### src/rtl/serial_add_pkg.sv
// Shared types and defaults for the bit-serial adder controller.
package serial_add_pkg;

    typedef enum logic [1:0] {
        IDLE = 2'b00,
        RUN  = 2'b01,
        DONE = 2'b10
    } state_e;

    localparam int SA_DEFAULT_WIDTH = 8;

endpackage

### src/rtl/serial_adder_ctrl_bit_add_cell.sv
// Combinational 1-bit full adder built from two half-add stages and an OR.
module bit_add_cell (
    input  logic a,
    input  logic b,
    input  logic ci,
    output logic s,
    output logic co
);

    logic hs1_s;
    logic hc1_s;
    logic hc2_s;

    // Two cascaded half adders; their carries can never both be set.
    always_comb begin
        hs1_s = a ^ b;
        hc1_s = a & b;
        s     = hs1_s ^ ci;
        hc2_s = hs1_s & ci;
        co    = hc1_s | hc2_s;
    end

endmodule

### src/rtl/serial_adder_ctrl.sv
// Bit-serial adder controller: one shared add cell walks the operands LSB-first.
module serial_adder_ctrl
    import serial_add_pkg::*;
#(
    parameter int WIDTH = SA_DEFAULT_WIDTH
) (
    input  logic             clk,
    input  logic             rst_n,
    input  logic             start_valid,
    output logic             start_ready,
    input  logic [WIDTH-1:0] op_a,
    input  logic [WIDTH-1:0] op_b,
    input  logic             cin,
    output logic             res_valid,
    input  logic             res_ready,
    output logic [WIDTH-1:0] sum,
    output logic             cout,
    output logic             busy
);

    localparam int CW = $clog2(WIDTH + 1);
    localparam logic [CW-1:0] LAST_BIT = CW'(WIDTH - 1);

    state_e           state_q;
    logic [WIDTH-1:0] a_q;
    logic [WIDTH-1:0] b_q;
    logic [WIDTH-1:0] sum_q;
    logic             carry_q;
    logic             cout_q;
    logic [CW-1:0]    cnt_q;

    logic [WIDTH-1:0] a_d;
    logic [WIDTH-1:0] b_d;
    logic [WIDTH-1:0] sum_d;
    logic [CW-1:0]    cnt_d;
    logic             cell_s_s;
    logic             cell_co_s;

    bit_add_cell u_cell (
        .a  (a_q[0]),
        .b  (b_q[0]),
        .ci (carry_q),
        .s  (cell_s_s),
        .co (cell_co_s)
    );

    // Next values for one serial step; shifts stay legal even when WIDTH is 1.
    always_comb begin
        a_d            = a_q >> 1'b1;
        b_d            = b_q >> 1'b1;
        sum_d          = sum_q >> 1'b1;
        sum_d[WIDTH-1] = cell_s_s;
        cnt_d          = cnt_q + CW'(1);
    end

    // Controller FSM with its datapath registers.
    always_ff @(posedge clk) begin
        if (!rst_n) begin
            state_q <= IDLE;
            a_q     <= '0;
            b_q     <= '0;
            sum_q   <= '0;
            carry_q <= 1'b0;
            cout_q  <= 1'b0;
            cnt_q   <= '0;
        end else begin
            case (state_q)
                IDLE: begin
                    if (start_valid) begin
                        a_q     <= op_a;
                        b_q     <= op_b;
                        carry_q <= cin;
                        cnt_q   <= '0;
                        state_q <= RUN;
                    end else begin
                        state_q <= IDLE;
                    end
                end
                RUN: begin
                    a_q     <= a_d;
                    b_q     <= b_d;
                    sum_q   <= sum_d;
                    carry_q <= cell_co_s;
                    cnt_q   <= cnt_d;
                    if (cnt_q == LAST_BIT) begin
                        cout_q  <= cell_co_s;
                        state_q <= DONE;
                    end else begin
                        state_q <= RUN;
                    end
                end
                DONE: begin
                    if (res_ready) begin
                        state_q <= IDLE;
                    end else begin
                        state_q <= DONE;
                    end
                end
                default: begin
                    state_q <= IDLE;
                end
            endcase
        end
    end

    // Handshake flags decode straight from the state register.
    always_comb begin
        start_ready = (state_q == IDLE);
        res_valid   = (state_q == DONE);
        busy        = (state_q == RUN) || (state_q == DONE);
        sum         = sum_q;
        cout        = cout_q;
    end

endmodule
### config.mk
export PLATFORM = sky130hd
export DESIGN_NAME = serial_adder_ctrl
export DESIGN_NICKNAME = d
export VERILOG_FILES = /design/src/rtl/serial_add_pkg.sv /design/src/rtl/serial_adder_ctrl_bit_add_cell.sv /design/src/rtl/serial_adder_ctrl.sv
export SDC_FILE = /design/constraint.sdc
export NUM_CORES = 1
export LEC_CHECK = 0
export ABC_AREA = 1
export CORE_MARGIN = 2
export CORE_UTILIZATION = 53
export DETAILED_ROUTE_END_ITERATION = 8
export PLACE_DENSITY = 0.83
export SETUP_SLACK_MARGIN = 0.2
export SLEW_MARGIN = 10
export SYNTH_ARGS = -nofsm -noshare
export SYNTH_HDL_FRONTEND = slang
export SYNTH_SLANG_ARGS = --single-unit
### constraint.sdc
create_clock -name clk -period 3.53 [get_ports clk]
set_input_delay 1.059 -clock clk [delete_from_list [all_inputs] [get_ports clk]]
set_output_delay 1.059 -clock clk [all_outputs]
set_load 0.005 [all_outputs]
==> summary.txt, run 1 <==
Outcome
  – Outcome: complete, no violations

Critical path
  – Worst setup SP type: register
  – Worst-path maximum fanout: 3
  – Critical path data required time: about 2.5 ns
  – Crit. End Element: output port
  – Crit path launch: state_q[0]
  – Crit Path Class: reg -> out
  – Worst EP arrival: about 1.5 ns
  – RR Startpoint: state_q[1]

Yosys
  – Yosys cell types: 20
  – Synth Cell Area: 0.00149 sq mm
  – Flops & latches, synth: 32
  – Syn_area_per_cell: 7.04 sq um
  – Part of the Yosys area used for sequential elements: 0.429
  – Synth warn: 0
  – Post-synth net total: 239
  – Synth Instances: 212

Route
  – WL per Instance: about 10 um
  – DRT Wirelength: about 2900 um
  – Pre-antenna DRT Iters: 4
  – Post-route ant nets: 0
  – Via count: roughly 1400
  – Routed vias/inst: ~5.0
  – 1st-iter DRT viols: 33
  – # DRC: 0

Job
  – Max Cap Viol: 0

Global routing
  – Gr usage total: 0.195
  – Vias in the first global route: 1243
  – Largest net degree at the start of global routing: 30
  – Grt ovf: 0
  – Global-route wire length before repair: 5070 um
  – Initial antenna violation count: 0

Power
  – Pwr dens: around 420 mW/mm^2
  – Leakage power: 0.848 nW
  – Peak VDD IR: roughly 0.38 mV

Hold path
  – Min-Delay Path Class: reg -> reg
  – Hold Startpoint: b_q[7]

STA
  – Worst slew pin tran: roughly 0.46 ns
  – Fmax: between 300 and 400 MHz
  – RSZ-0062 raised after global routing: false
  – Crit share post-route: 0.736
  – Worst hold slack: between 0.4 and 0.5 ns
  – Final-report setup violation count: 0
  – Worst rel slew slack: 0.692
  – Slew Viols, Final: 0
  – Hold Fails Final Rpt: 0
  – Worst clock skew: 0.00940 ns
  – Min Clock Period, post-route: ~2.6 ns
  – TNS Setup: 0 ns

Layout
  – Nets@finish: 270
  – Most common cell after layout, fill and taps aside: nor2_1
  – Ant. Diodes: 0
  – Most frequent cells in the layout: nor2_1 (56), nand2_1 (55), dfxtp_1 (32), clkdlybuf4s50_1 (32), o21ai_0 (26)
  – Final core utilization: 0.681
  – Layout cell share with drive strength beyond 1: 0.0656
  – Syn-to-layout area delta: 23.7%

Floorplan
  – Core area: approximately 0.0027 sq mm
  – Rows: 19
  – Die H: about 57 um
  – Die area: roughly 0.0033 sq mm
  – I/O pin count: 33
  – Overall die width: between 50 and 60 um
  – Initial Util: 0.551

Clocking
  – Post-CTS Resized: 0
  – CTS H-Tree Depth: 2
  – # hold bufs at CTS: 0
  – Post-CTS setup buffers: 0
  – Sink Count: 32
  – Clk buf depth: 2
  – CTS tree: yes
  – Clk root buf: clkbuf_4
  – Clock latency on the worst-skew pair: between 0.3 and 0.4 ns
  – CTS buffer count: 5
  – Worst-path clk slew: approximately 0.1 ns

Place
  – DPL Wire Length: between 1500 and 2000 um
  – GP Congestion: about 0.8
  – IO buf count: 32
## stage by stage
step	total power, mW	cells	instance area, sq um	worst slack [ns]
after floorplan	0.513	212	1490	1.79
final	0.770	275	1850	0.931
after CTS	0.778	275	1850	0.915
after detailed placement	0.564	267	1790	1.12
after global routing	0.820	275	1850	0.862
after global placement	0.562	267	1790	1.14
## flip-flops by register name, summed over array words and instances (netlist names)
register  flops
cout          1
b_q           8
state_q       2
a_q           8
cnt_q         4
carry_q       1
sum           8
## layer usage
layer  up-vias  share of wire  GRT usage
met1       615           0.47      0.244
met3         5          0.039     0.0544
met5         -              0          0
li1        727              -          -
met4         0          0.010     0.0598
met2        22           0.48      0.328
## critical path, cell delays in order, from the launching register on
cell and delay, ns:
dfxtp_1 0.38, inv_1 0.08, ha_1 0.27, clkdlybuf4s50_1 0.49
## Yosys cell counts
| master | number | area, sq um |
|---|---|---|
| nor2_1 | 56 | 210 |
| nand2_1 | 55 | 206 |
| dfxtp_1 | 32 | 641 |
| o21ai_0 | 26 | 130 |
| inv_1 | 9 | 33.8 |
| a21oi_1 | 6 | 30.0 |
| buf_6 | 5 | 56.3 |
| ha_1 | 5 | 62.6 |
| nand3_1 | 4 | 20.0 |
| buf_2 | 2 | 10.0 |
| clkbuf_1 | 2 | 7.51 |
| nand2_2 | 2 | 12.5 |
| buf_4 | 1 | 7.51 |
| clkinv_4 | 1 | 8.76 |
| fa_1 | 1 | 20.0 |
| inv_4 | 1 | 6.26 |
| nand2_4 | 1 | 11.3 |
| nand4_1 | 1 | 6.26 |
| nor2_2 | 1 | 6.26 |
| or2_0 | 1 | 6.26 |
## worst paths after layout
path	cells past startpoint	slack [ns]	endpoint
worst min register to register	2	0.49	b_q[7]
worst max register to register	8	1.86	cnt_q[1]
worst min-delay path	2	0.49	b_q[7]
worst max-delay path	3	0.93	busy
## where the power goes
| part | internal (mW) | total (mW) | switching, mW |
|---|---|---|---|
| logic | 0.0691 | 0.145 | 0.0762 |
| clock network | 0.0947 | 0.216 | 0.121 |
| registers | 0.391 | 0.409 | 0.0175 |
## cell families (layout without fill, tap and decap cells)
kind of cell | count (synthesis) | count (layout) | synth area share
AND/OR/NAND/NOR | 121 | 121 | 0.321
buffers and inverters | 21 | 53 | 0.0872
AO/OA/AOI/OAI | 32 | 32 | 0.107
flip-flops | 32 | 32 | 0.429
adder cells (fa/ha/maj) | 6 | 6 | 0.0553
## layout make-up
type                    instances  area [sq um]
fillers                       242           863
multi-input cells             159           722
flip-flops and latches         32           641
repair buffers                 34           335
clock buffers                   6          51.3
inverters                      11          48.8
well taps                      31          38.8
clock inverters                 2          10.0
Power figures use the tool's default switching activity.
==> inputs of run 2 (changes only) <==
- CORE_UTILIZATION: 53 -> 49
- PLACE_DENSITY: 0.83 -> 0.78
- clock period: 3.53 -> 2.5 ns (I/O delays scaled with it)
==> summary.txt, run 2 (synthesis gave the netlist of run 1 again) <==
Place
  – GP Congestion: ~0.76
  – IO buf count: 32
  – DPL Wire Length: about 2000 um

Layout
  – Most common cell after layout, fill and taps aside: nor2_1
  – Layout cell share with drive strength beyond 1: 0.0738
  – Most frequent cells in the layout: nor2_1 (56), nand2_1 (55), clkdlybuf4s50_1 (31)
  – Ant. Diodes: 0
  – Nets@finish: 270
  – Syn-to-layout area delta: 24.2%

Route
  – Routed vias/inst: between 4 and 5
  – Via count: between 1000 and 1500
  – # DRC: 0
  – Post-route ant nets: 0
  – DRT Wirelength: between 2000 and 3000 um
  – WL per Instance: between 10 and 15 um
  – Pre-antenna DRT Iters: 4
  – 1st-iter DRT viols: 31

STA
  – Min Clock Period, post-route: approximately 2.2 ns
  – Final-report setup violation count: 0
  – Slew Viols, Final: 0
  – Hold Fails Final Rpt: 0
  – RSZ-0062 raised after global routing: false
  – Worst hold slack: around 0.49 ns
  – Worst rel slew slack: 0.690
  – Worst clock skew: 0.0121 ns
  – Crit share post-route: 0.884
  – Fmax: 453 MHz
  – Worst slew pin tran: around 0.46 ns
  – TNS Setup: 0 ns

Clocking
  – CTS buffer count: 5
  – Post-CTS setup buffers: 0
  – CTS tree: yes
  – Worst-path clk slew: approximately 0.09 ns
  – Clk buf depth: 2
  – Sink Count: 32
  – Clk root buf: clkbuf_4
  – Clock latency on the worst-skew pair: around 0.34 ns
  – CTS H-Tree Depth: 2

Hold path
  – Hold path endpoint: b_q[7]
  – Hold Startpoint: b_q[7]
  – Min-Delay Path Class: reg -> reg
  – Hold Path Depth: 2

Critical path
  – Worst setup SP type: register
  – Family with the most delay on the worst path: buffers and inverters
  – Crit. End Element: output port
  – Critical path data required time: 1.75 ns
  – Critical path's slowest cell: clkdlybuf4s50_1
  – Worst-path maximum fanout: 3
  – Worst EP arrival: approximately 1.5 ns
  – Reg2reg end: a_q[6]
  – Buffers and inverters on the worst path: 2
  – Internal reg-to-reg setup slack: 0.81 ns
  – CP peak stage delay: ~0.51 ns
  – Crit Path Class: reg -> out
  – Crit path cell chain: inv_1 -> ha_1 -> clkdlybuf4s50_1
  – RR Startpoint: state_q[1]
  – FF-to-FF path depth: 8

Floorplan
  – Initial Util: 0.501
  – Core area: a little under 0.003 sq mm
  – Die area: 0.00350 sq mm
  – Overall die width: just under 60 um
  – I/O pin count: 33
  – Die H: between 50 and 60 um
  – Rows: 20

Power
  – Leakage power: between 0.8 and 0.9 nW
  – Pwr dens: roughly 590 mW/mm^2
  – Peak VDD IR: just over 0.3 mV

Global routing
  – Largest net degree at the start of global routing: 25
  – Global-route wire length before repair: slightly below 5000 um
  – Grt ovf: 0
  – Initial antenna violation count: 0
  – Gr usage total: 0.184
  – Vias in the first global route: about 1200

Outcome
  – Outcome: complete, no violations

Job
  – Max Cap Viol: 0
## run 2: cell count changes in the layout (fill, tap and decap cells not counted)
cell / before / now
dfxtp_1: 32 / 30
dfxtp_2: 0 / 2
clkdlybuf4s50_1: 32 / 31
dlymetal6s2s_1: 0 / 1
## run 2: tightest hold or removal path, delay by kind of cell, from the launching register on
kind	cells	cell delay, ns
and+or+nand+nor	1	0.07
AOI/OAI and AO/OA	1	0.06
DFF	1	0.32
## run 2: cell type report
| cell class | count | area [sq um] |
|---|---|---|
| Clock buffer | 6 | 51.3 |
| Clock inverter | 2 | 10.0 |
| Fill cell | 278 | 1120 |
| Inverter | 11 | 48.8 |
| Multi-Input combinational cell | 159 | 722 |
| Sequential cell | 32 | 643 |
| Tap cell | 33 | 41.3 |
| Timing Repair Buffer | 34 | 338 |
## run 2: power by group
part | internal [mW] | switching, mW | total (mW)
Clock | 0.134 | 0.177 | 0.311
Combinational | 0.0987 | 0.108 | 0.207
Sequential | 0.553 | 0.0258 | 0.579
Total | 0.785 | 0.311 | 1.10
## run 2: through the flow
stage                     power, mW  setup WS [ns]  utilization  std cells  area, sq um
after floorplan               0.724           1.07            -        212         1490
after global placement        0.796          0.502        0.600        269         1790
after detailed placement      0.799          0.488        0.600        269         1790
after CTS                      1.10          0.219        0.621        277         1850
after global routing           1.16          0.220        0.623        277         1850
final                          1.10          0.290        0.623        277         1850
## run 2: what timing repair did
action | 4_1_cts | 5_1_grt
resized for setup | 1 | 2
hold buffers | 0 | 0
endpoints found under the setup margin | 1 | 1
## run 2: worst max path at each step
stage / cells past startpoint / end / startpoint / slack (ns)
final: 3 / start_ready / state_q[0] / 0.29
after global routing: 3 / start_ready / state_q[0] / 0.22
after CTS: 3 / busy / state_q[1] / 0.22
after detailed placement: 6 / cnt_q[1] / start_valid / 0.49
after global placement: 6 / cnt_q[1] / start_valid / 0.50
after floorplan: 2 / busy / state_q[0] / 1.07
## run 2: metal layers
layer	track usage	up-vias	routed length, um
li1	-	727	-
met1	0.224	596	1380
met2	0.294	25	1350
met3	0.0459	7	125
met4	0.107	0	67
met5	0	-	0
